--- src/rtl/dmem_bridge.sv ---
// Data-memory bridge: turns memory-stage load/store requests into single bus
// transactions. It stalls the pipeline while an access is in flight and aborts on bus error or timeout.
module dmem_bridge #(
    parameter logic [7:0] TIMEOUT = 8'd255
) (
    input  logic        clk_i,
    input  logic        rst_i,
    input  logic        dmemen_i,
    input  logic [3:0]  dmemwe_i,
    input  logic [31:0] addr_i,
    input  logic [31:0] wdata_i,
    output logic        stall_o,
    output logic [31:0] rdata_o,
    output logic        err_o,
    output logic        bus_req_o,
    output logic        bus_we_o,
    output logic [3:0]  bus_be_o,
    output logic [31:0] bus_addr_o,
    output logic [31:0] bus_wdata_o,
    input  logic        bus_gnt_i,
    input  logic        bus_rvalid_i,
    input  logic [31:0] bus_rdata_i,
    input  logic        bus_err_i
);

    typedef enum logic [1:0] {IDLE, REQ, WAIT, DONE} state_t;

    state_t      state, state_nxt;
    logic [7:0]  cnt;
    logic        finish;
    logic        fail;
    logic        expired;

    // Counter starts at 0 in the first REQ cycle, so TIMEOUT busy cycles end here.
    assign expired = (cnt == TIMEOUT - 8'd1);

    always_comb begin
        state_nxt = state;
        finish    = 1'b0;
        fail      = 1'b0;
        case (state)
            IDLE: begin
                if (dmemen_i) state_nxt = REQ;
            end
            REQ: begin
                if (bus_gnt_i && bus_rvalid_i) begin
                    finish    = 1'b1;
                    fail      = bus_err_i;
                    state_nxt = DONE;
                end else if (expired) begin
                    finish    = 1'b1;
                    fail      = 1'b1;
                    state_nxt = DONE;
                end else if (bus_gnt_i) begin
                    state_nxt = WAIT;
                end
            end
            WAIT: begin
                if (bus_rvalid_i) begin
                    finish    = 1'b1;
                    fail      = bus_err_i;
                    state_nxt = DONE;
                end else if (expired) begin
                    finish    = 1'b1;
                    fail      = 1'b1;
                    state_nxt = DONE;
                end
            end
            DONE: begin
                state_nxt = IDLE;
            end
            default: begin
                state_nxt = IDLE;
            end
        endcase
    end

    assign stall_o   = ((state == IDLE) && dmemen_i) || (state == REQ) || (state == WAIT);
    assign bus_req_o = (state == REQ);

    always_ff @(posedge clk_i) begin
        if (rst_i) begin
            state       <= IDLE;
            cnt         <= '0;
            bus_we_o    <= 1'b0;
            bus_be_o    <= '0;
            bus_addr_o  <= '0;
            bus_wdata_o <= '0;
            rdata_o     <= '0;
            err_o       <= 1'b0;
        end else begin
            state <= state_nxt;
            err_o <= finish && fail;
            if ((state == IDLE) && dmemen_i) begin
                cnt         <= '0;
                bus_addr_o  <= {addr_i[31:2], 2'b00};
                bus_be_o    <= (|dmemwe_i) ? dmemwe_i : 4'hF;
                bus_we_o    <= |dmemwe_i;
                bus_wdata_o <= wdata_i;
            end else if ((state == REQ) || (state == WAIT)) begin
                cnt <= cnt + 8'd1;
            end
            // Errors and timeouts zero the returned word; good stores leave it alone.
            if (finish) begin
                if (fail) begin
                    rdata_o <= '0;
                end else if (!bus_we_o) begin
                    rdata_o <= bus_rdata_i;
                end
            end
        end
    end

endmodule
--- config.mk ---
export PLATFORM = sky130hd
export DESIGN_NAME = dmem_bridge
export DESIGN_NICKNAME = d
export VERILOG_FILES = /design/src/rtl/dmem_bridge.sv
export SDC_FILE = /design/constraint.sdc
export NUM_CORES = 1
export LEC_CHECK = 0
export ABC_AREA = 1
export CORE_ASPECT_RATIO = 0.6
export CORE_MARGIN = 2
export CORE_UTILIZATION = 44
export CTS_CLUSTER_SIZE = 14
export DETAILED_ROUTE_END_ITERATION = 8
export PLACE_DENSITY = 0.86
export SLEW_MARGIN = 20
export SYNTH_ARGS = -nofsm -noshare
export SYNTH_HDL_FRONTEND = slang
export SYNTH_SLANG_ARGS = --single-unit
--- constraint.sdc ---
create_clock -name clk_i -period 3.1 [get_ports clk_i]
set_input_delay 0.31 -clock clk_i [delete_from_list [all_inputs] [get_ports clk_i]]
set_output_delay 0.31 -clock clk_i [all_outputs]
set_load 0.05 [all_outputs]
-- After elaboration in Yosys (flattened, before gate mapping)
Cells that the tools add are included.
- output and inout bits: 104
- word-level logic and storage cells: 45
- bits in registers: 110
- multiplexer cells: 17
- reduce and logical (&&, ||, !) cells: 11
- $add $sub $neg: 1
- eq/ne operators: 8
- operators by type and width (cell ; number):
    2-to-1 mux 32 bit ; 2
    2-to-1 mux 2 bit ; 6
    adder 8 x 1 -> 8 bit, second input constant ; 1
    equality test 8 bit, second input constant ; 1
    one-hot mux 2 bit (4 select lines) ; 1
    2-to-1 mux 1 bit ; 5
    equality test 2 bit, second input constant ; 2
    2-to-1 mux 4 bit ; 1
    != test 4 x 1 -> 1 bit, second input constant ; 1
    one-hot mux 1 bit (2 select lines) ; 2
    OR reduction 4 bit ; 1
    logical AND 1 bit ; 3
    logical OR 1 bit ; 3
    != test 3 bit, second input constant ; 1
    AND reduction 3 bit ; 1
    equality test 2 x 1 -> 1 bit, second input constant ; 1
    logical NOT 2 bit ; 1
    != test 2 x 1 -> 1 bit, second input constant ; 1
    != test 2 bit, second input constant ; 1
    AND reduction 2 bit ; 1
    OR reduction 2 bit ; 1

-- Longest topological paths before layout
Gate-level depths: netlist (run 1).
- word-level depth: 6
- gate-level depth with buffers: 13
- mapped depth without buffers: 12

-- Least setup slack after synthesis (run 1)
Ideal clock, no wire load.
- path type: register to output
- from: register state[0]
- to: output port stall_o
- arrival: 1.462 ns
- slack: 1.328 ns
- cell stages (with the launch flop): 6
- path through: dfxtp_1 -> inv_1 -> ha_1 -> nand2_1 -> clkbuf_1 -> nand3_1
- longest elaborated chain between the ends: 4
- elaborated cells on any way between the ends: 6
- RTL lines (what ; line ; RTL):
    from (decl) ; 28 ; state_t state, state_nxt;
    from (signal assigned) ; 92 ; state <= state_nxt;
    logical NOT 2 bit ; 78 ; assign stall_o = ((state == IDLE) && dmemen_i) || (state == REQ) || (state == WAIT);
    logical AND 1 bit ; 78 ;
    logical OR 1 bit ; 78 ;
    logical OR 1 bit * ; 78 ;
    to (decl) ; 12 ; output logic stall_o,
Every way passes the cells marked *; elsewhere a longest branch is shown, timed or not.

-- Worst setup path in the final report (run 1)
- from: register state[1]
- to: output port stall_o
Same word-level chain as after synthesis.

==> results.md, run 1 <==
- Outcome: finished clean
- Main combinational cell family by area after synthesis: simple AND/OR/NAND/NOR gates
- Via Count: 4327
- Die W: 131.7 um
- Clk buf depth: 2
- RSZ-0062 raised after global routing: false
- Rel. slew slack: 0.5630
- Seq cells post-synth: 110
- I/O pin count: 210
- Worst path bufs/invs: 2
- Crit path time final: 2.401 ns
- Final hold vios: 0
- R2r worst-path depth: 12
- Initial DRC count: 248
- Synthesis Warnings: 0
- Simple-Gate Fraction of Synth Area: 0.2392
- # clock sinks: 110
- Leading area contributor after synthesis: dfxtp_1
- Critical Path Stages: 5
- Clock Power Share: 0.174
- Mux cell area share after synthesis: 0
- Cell count after synthesis: 585
- CP delay by family, top: buffers and inverters
- Part of the Yosys area used for sequential elements: 0.5115
- Commonest non-fill, non-tap cells in the layout: clkdlybuf4s50_1 (205), nor2_1 (166), dfxtp_1 (110), nand2_1 (80), o21ai_0 (70)
- Post-CTS Hold Buffers: 0
- CTS tree: built
- Power Dens Cells: 962.8 nW/um2
- Worst Tran Pin Value: 0.6532 ns
- Die area: 10620 um2
- Number of global-route vias before repair: 4318
- Initial antenna violation count: 0
- Final setup fails: 0
- Multi-input logic area: 1744 um2
- Yosys cell types: 29
- Synth Area per Inst: 7.360 um2
- Routed vias/inst: 4.771
- Wire length per cell: 13.97 um
- Input/output buffers: 205
- Inserted Diodes: 0
- First-pass GRT wire length: 20040 um
- Worst ir drop on vdd: 0.0005052 V
- Setup bufs post-CTS: 0
- Worst endpoint required time: 2.79 ns
- Hold-critical path depth: 2
- Crit path max-delay cell type: clkdlybuf4s50_1
- Total gr overflow: 0
- Top cells by area, synth: dfxtp_1 (51%), nor2_1 (14%), o21ai_0 (8.1%), nand2_1 (7.1%), a21oi_1 (4.8%)
- Crit path cell chain: inv_1 > ha_1 > nand2_2 > nand3_1 > clkdlybuf4s50_1
- Final WL: 12670 um
- Starting Density: 0.4618
- Crit Path Class: register to output pin
- Final TNS setup: 0 ns
- DRC: 0
- P_sw: 0.003016 W
- Placed instance area: 6386 um2
- Num rows: 27
- Post-synthesis cell area: 4305 um2
- Final Skew: 0.008738 ns
- Worst skew pair latency: 0.35 ns
- Design area: 6678 um2
- Hold WC Path Type: register to register
- Dpl hpwl: 9297 um
- Startpoint types: register
- Combinational Power Share: 0.518
- CTS resizes: 0
- Share of the synthesized area in the top cell type: 0.5115
- GR Util All Layers: 0.2347
- Largest net degree at the start of global routing: 65
- XOR/XNOR Fraction of Synth Area: 0.002034
- Clk root buf: clkbuf_16
- Critical path arrival: 2.09 ns
- Internal power: 0.003414 W
- Die Y: 80.62 um
- Clock transition at path regs: 0.08 ns
- Final Slew Violations: 0
- Clock buffer count from CTS: 9
- Compound-Gate Fraction of Synth Area: 0.1441
- Storage cell area: 2202 um2
- Seq pwr share: 0.308
- Final GP Congestion: 0.7794
- Tcrit/Tclk final: 0.7746
- Final net count: 884
- Post-route antenna net violation count: 0
- Max-cap violations: 0
- CP Max Fanout: 9
- Share of cells above drive strength 1: 0.04247
- Crit. End Element: output pin
- Fill cell count: 722
- Leakage power: 2.779 nW
- Commonest non-fill, non-tap cell in the layout: clkdlybuf4s50_1
- Htree depth: 3
- Adder-cell share of the synthesized area: 0.01744
- Sw frac: 0.4691
- Fmax: 416.4 MHz
- Area of the core: 9324 um2
- Area Growth Syn to Fin: 55.10%
- Max stage delay on crit path: 0.81 ns
- TritonRoute pass-1 iters: 4
-- per-layer routing --
| metal | share of wire | track usage |
|---|---|---|
| met2 | 0.48 | 0.4162 |
| met4 | 0.020 | 0.07391 |
| met5 | 0 | 0 |
| met3 | 0.078 | 0.09722 |
| met1 | 0.42 | 0.2600 |
-- final cells by class --
class                           instances  share of cell area
Multi-Input combinational cell        390              0.2612
Sequential cell                       110              0.3298
Clock buffer                            9             0.03373
Inverter                               52             0.02923
Tap cell                              130             0.02436
Timing Repair Buffer                  209              0.3118
Clock inverter                          7            0.009931
-- tightest hold or removal path: cells and delay by family (launching register included) --
family	cells	cell delay, ns
flip-flops	1	0.33
AND/OR/NAND/NOR	2	0.13
-- stage by stage --
stage               total power, W  cells  setup slack, ns  hold WS (ns)    util
detailed placement        0.005340    891           0.8946        0.4721  0.6849
finish                    0.006429    907           0.6987        0.4832  0.7162
floorplan                 0.004267    586            1.328        0.3791       -
CTS                       0.006466    907           0.6725        0.4900  0.7162
global route              0.006793    907           0.5534        0.5115  0.7162
global placement          0.005232    891           0.8873        0.4592  0.6849
-- synth_stat cells --
library cell and instances:
a21oi_1 41, a21oi_2 1, buf_1 1, buf_2 10, buf_4 2, buf_6 3
clkbuf_1 18, clkinv_1 1, conb_1 1, dfxtp_1 110, ha_1 6, inv_1 51
nand2_1 81, nand2_2 3, nand2_4 1, nand3_1 2, nand3_2 2, nand4_1 2
nor2_1 166, nor2_2 1, nor3_1 1, nor4_1 1, o211ai_1 1, o21ai_0 70
o221ai_1 4, o22ai_1 1, o31ai_1 1, or2_2 2, xor2_1 1
-- flip-flops by register name, summed over array words and instances (netlist names) --
register,flops
bus_we_o,1
cnt,8
err_o,1
bus_be_o,4
rdata_o,32
state,2
bus_addr_o,30
bus_wdata_o,32
-- worst paths after layout --
kind	startpoint	end	slack (ns)
min	bus_wdata_o[13]	bus_wdata_o[13]	0.48
min reg2reg	bus_wdata_o[13]	bus_wdata_o[13]	0.48
max reg2reg	cnt[0]	rdata_o[4]	1.08
max	state[1]	stall_o	0.70
-- power by group through the flow --
stage / registers [W] / logic [W] / clock network, W
3_5_place_dp: 0.00201 / 0.00333 / 0
3_3_place_gp: 0.00198 / 0.00325 / 0
5_1_grt: 0.00203 / 0.00358 / 0.00119
6_report: 0.00198 / 0.00333 / 0.00112
4_1_cts: 0.00198 / 0.00335 / 0.00114
2_1_floorplan: 0.00318 / 0.00109 / 0
-- cell families (layout without fill, tap and decap cells) --
family                     Yosys count  after routing
and+or+nand+nor                    262            262
AOI/OAI and AO/OA                  119            119
DFF                                110            110
other                                1              2
adders and majority gates            6              6
xor gates and xnor gates             1              1
buffers and inverters               86            277
Note: power is estimated with default switching activity, not from simulation.
==> run 2: changes to the inputs <==
--- a/config.mk
+++ b/config.mk
@@ -8,10 +8,10 @@
 export ABC_AREA = 1
 export CORE_ASPECT_RATIO = 0.6
 export CORE_MARGIN = 2
-export CORE_UTILIZATION = 44
+export CORE_UTILIZATION = 37
 export CTS_CLUSTER_SIZE = 14
 export DETAILED_ROUTE_END_ITERATION = 8
-export PLACE_DENSITY = 0.86
+export PLACE_DENSITY = 0.77
 export SLEW_MARGIN = 20
 export SYNTH_ARGS = -nofsm -noshare
 export SYNTH_HDL_FRONTEND = slang
==> constraint.sdc (replaced) <==
create_clock -name clk_i -period 2.04 [get_ports clk_i]
set_input_delay 0.204 -clock clk_i [delete_from_list [all_inputs] [get_ports clk_i]]
set_output_delay 0.204 -clock clk_i [all_outputs]
set_load 0.05 [all_outputs]
==> run 2 against run 1 <==
Compared with the run above:
- die area rose by 18%
- register-to-register slack worse by 0.87 ns
- global-route usage decreased by 4.1 points
- sequential share of layout area shrank 0.62 points
- cell area grew 1.9%
- clock skew up 0.0020 ns
- count of clock-buffer cells in the layout is 1 higher
- non-clock buffer count rose by 6
- combinational power rose by 56%
- worst setup slack got worse by 0.48 ns
- flip-flop and latch count is the same
- largest cell class unchanged
- highest routed layer unchanged
==> results.md, run 2 (same netlist as run 1, synthesis figures left out) <==
- Rel. slew slack: 0.6246
- RSZ-0062 raised after global routing: false
- CTS resizes: 0
- Clock transition at path regs: 0.07 ns
- Post-CTS Hold Buffers: 0
- Outcome: finished clean
- First-pass GRT wire length: 19540 um
- GR Util All Layers: 0.1937
- Share of cells above drive strength 1: 0.05236
- Worst ir drop on vdd: 0.0006669 V
- Inserted Diodes: 0
- # clock sinks: 110
- Max stage delay on crit path: 0.37 ns
- Initial antenna violation count: 0
- I/O pin count: 210
- Input/output buffers: 205
- P_sw: 0.004544 W
- Worst skew pair latency: 0.34 ns
- Largest registers: bus_wdata_o: 32 flops, rdata_o: 32 flops, bus_addr_o: 30 flops
- Crit path time final: 1.826 ns
- Crit path cell chain: inv_1 > ha_1 > nand2_1 > nor2_1 > nand2_2 > nand2_1 > nand2_1 > nand3_2 > nand2_4 > buf_12 > nand2_1 > nand2_1 > nor2_1
- Final WL: 12370 um
- Clock Power Share: 0.170
- Commonest non-fill, non-tap cells in the layout: clkdlybuf4s50_1 (203), nor2_1 (166), dfxtp_1 (110), nand2_1 (80), o21ai_0 (70)
- Number of global-route vias before repair: 4152
- Clk root buf: clkbuf_16
- Die Y: 87.56 um
- Wire length per cell: 13.11 um
- Sw frac: 0.4600
- Starting Density: 0.3798
- Clk buf depth: 2
- Dpl hpwl: 9180 um
- Largest net degree at the start of global routing: 66
- Tcrit/Tclk final: 0.8952
- Final GP Congestion: 0.8115
- Crit Path Class: register to register
- Initial DRC count: 186
- Final net count: 890
- CTS tree: built
- Final setup fails: 0
- Power Dens Cells: 1451 nW/um2
- Htree depth: 3
- DRC: 0
- CP Max Fanout: 25
- Crit path max-delay cell type: dfxtp_1
- Placed cells: 927
- Worst Tran Pin Value: 0.5613 ns
- Crit. End Element: register
- Commonest non-fill, non-tap cell in the layout: clkdlybuf4s50_1
- Internal power: 0.005333 W
- Max-cap violations: 0
- Final TNS setup: 0 ns
- Startpoint types: register
- Post-route antenna net violation count: 0
- Via Count: 4291
- Seq pwr share: 0.305
- Fmax: 547.6 MHz
- Num rows: 30
- Worst endpoint required time: 2.27 ns
- Clock buffer count from CTS: 9
- Routed vias/inst: 4.550
- Worst R2R Setup Slack: 0.21 ns
- Most used cell, CP: nand2_1
- Leakage power: 2.838 nW
- Area of the core: 11340 um2
- Critical path arrival: 2.06 ns
- Layout Utilization: 0.6003
- Die area: 12540 um2
- Final Non-Filler Cells: 943
- Hold WC Path Type: input pin to register
- Setup bufs post-CTS: 0
- Final Slew Violations: 0
- Total gr overflow: 0
- WHS: 0.4696 ns
- Die W: 143.3 um
- Area Growth Syn to Fin: 58.06%
- Fill cell count: 1013
- Final hold vios: 0
- Final Skew: 0.01077 ns
- TritonRoute pass-1 iters: 4
- Combinational Power Share: 0.525
## run 2: changes by cell type in the layout (fill, tap and decap cells not counted)
cell,change
clkinvlp_4,-2
buf_4,+4
clkbuf_8,+1
clkdlybuf4s50_1,-2
buf_12,+4
clkinv_4,+2
clkinv_8,-1
## run 2: path summary, 6_finish.rpt
kind                    to  cells past startpoint             from
max            rdata_o[23]                     13           cnt[0]
min            rdata_o[28]                      3  bus_rdata_i[28]
max reg2reg    rdata_o[23]                     13           cnt[0]
min reg2reg  bus_addr_o[2]                      2    bus_addr_o[2]
## run 2: layout make-up
cell class	count	area, um2	area share
Clock buffer	10	239.0	0.03512
Clock inverter	6	52.55	0.007722
Inverter	52	195.2	0.02868
Multi-Input combinational cell	390	1744	0.2563
Sequential cell	110	2202	0.3236
Tap cell	160	200.2	0.02942
Timing Repair Buffer	215	2172	0.3192
## run 2: critical path: cells and delay by family, from the launching register on
family / cells / cell delay [ns]
buf+inv: 2 / 0.28
flops: 1 / 0.37
simple gates: 10 / 0.84
fa+ha+maj: 1 / 0.20
## run 2: per-layer routing
metal	vias up	wire (um)	share of wire	GRT usage
li1	2210	-	-	-
met1	1941	5548	0.45	0.2361
met2	132	5692	0.46	0.3236
met3	8	1050	0.085	0.08529
met4	0	74	0.0060	0.03832
met5	-	0	0	0
## run 2: stage by stage
stage          total power (W)  setup WS (ns)  instance area (um2)
2_1_floorplan         0.006485         0.3441                 4309
3_3_place_gp          0.008137         0.2732                 6514
3_5_place_dp          0.008264         0.2160                 6514
4_1_cts               0.009988         0.2141                 6805
5_1_grt                0.01050        0.04132                 6805
6_report              0.009877         0.2138                 6805
## run 2: power by group through the flow
stage	logic [W]	registers, W	clock network, W
floorplan	0.00166	0.00483	0
global placement	0.00512	0.00302	0
detailed placement	0.00521	0.00306	0
CTS	0.00523	0.00301	0.00175
global route	0.00560	0.00307	0.00183
finish	0.00519	0.00301	0.00168
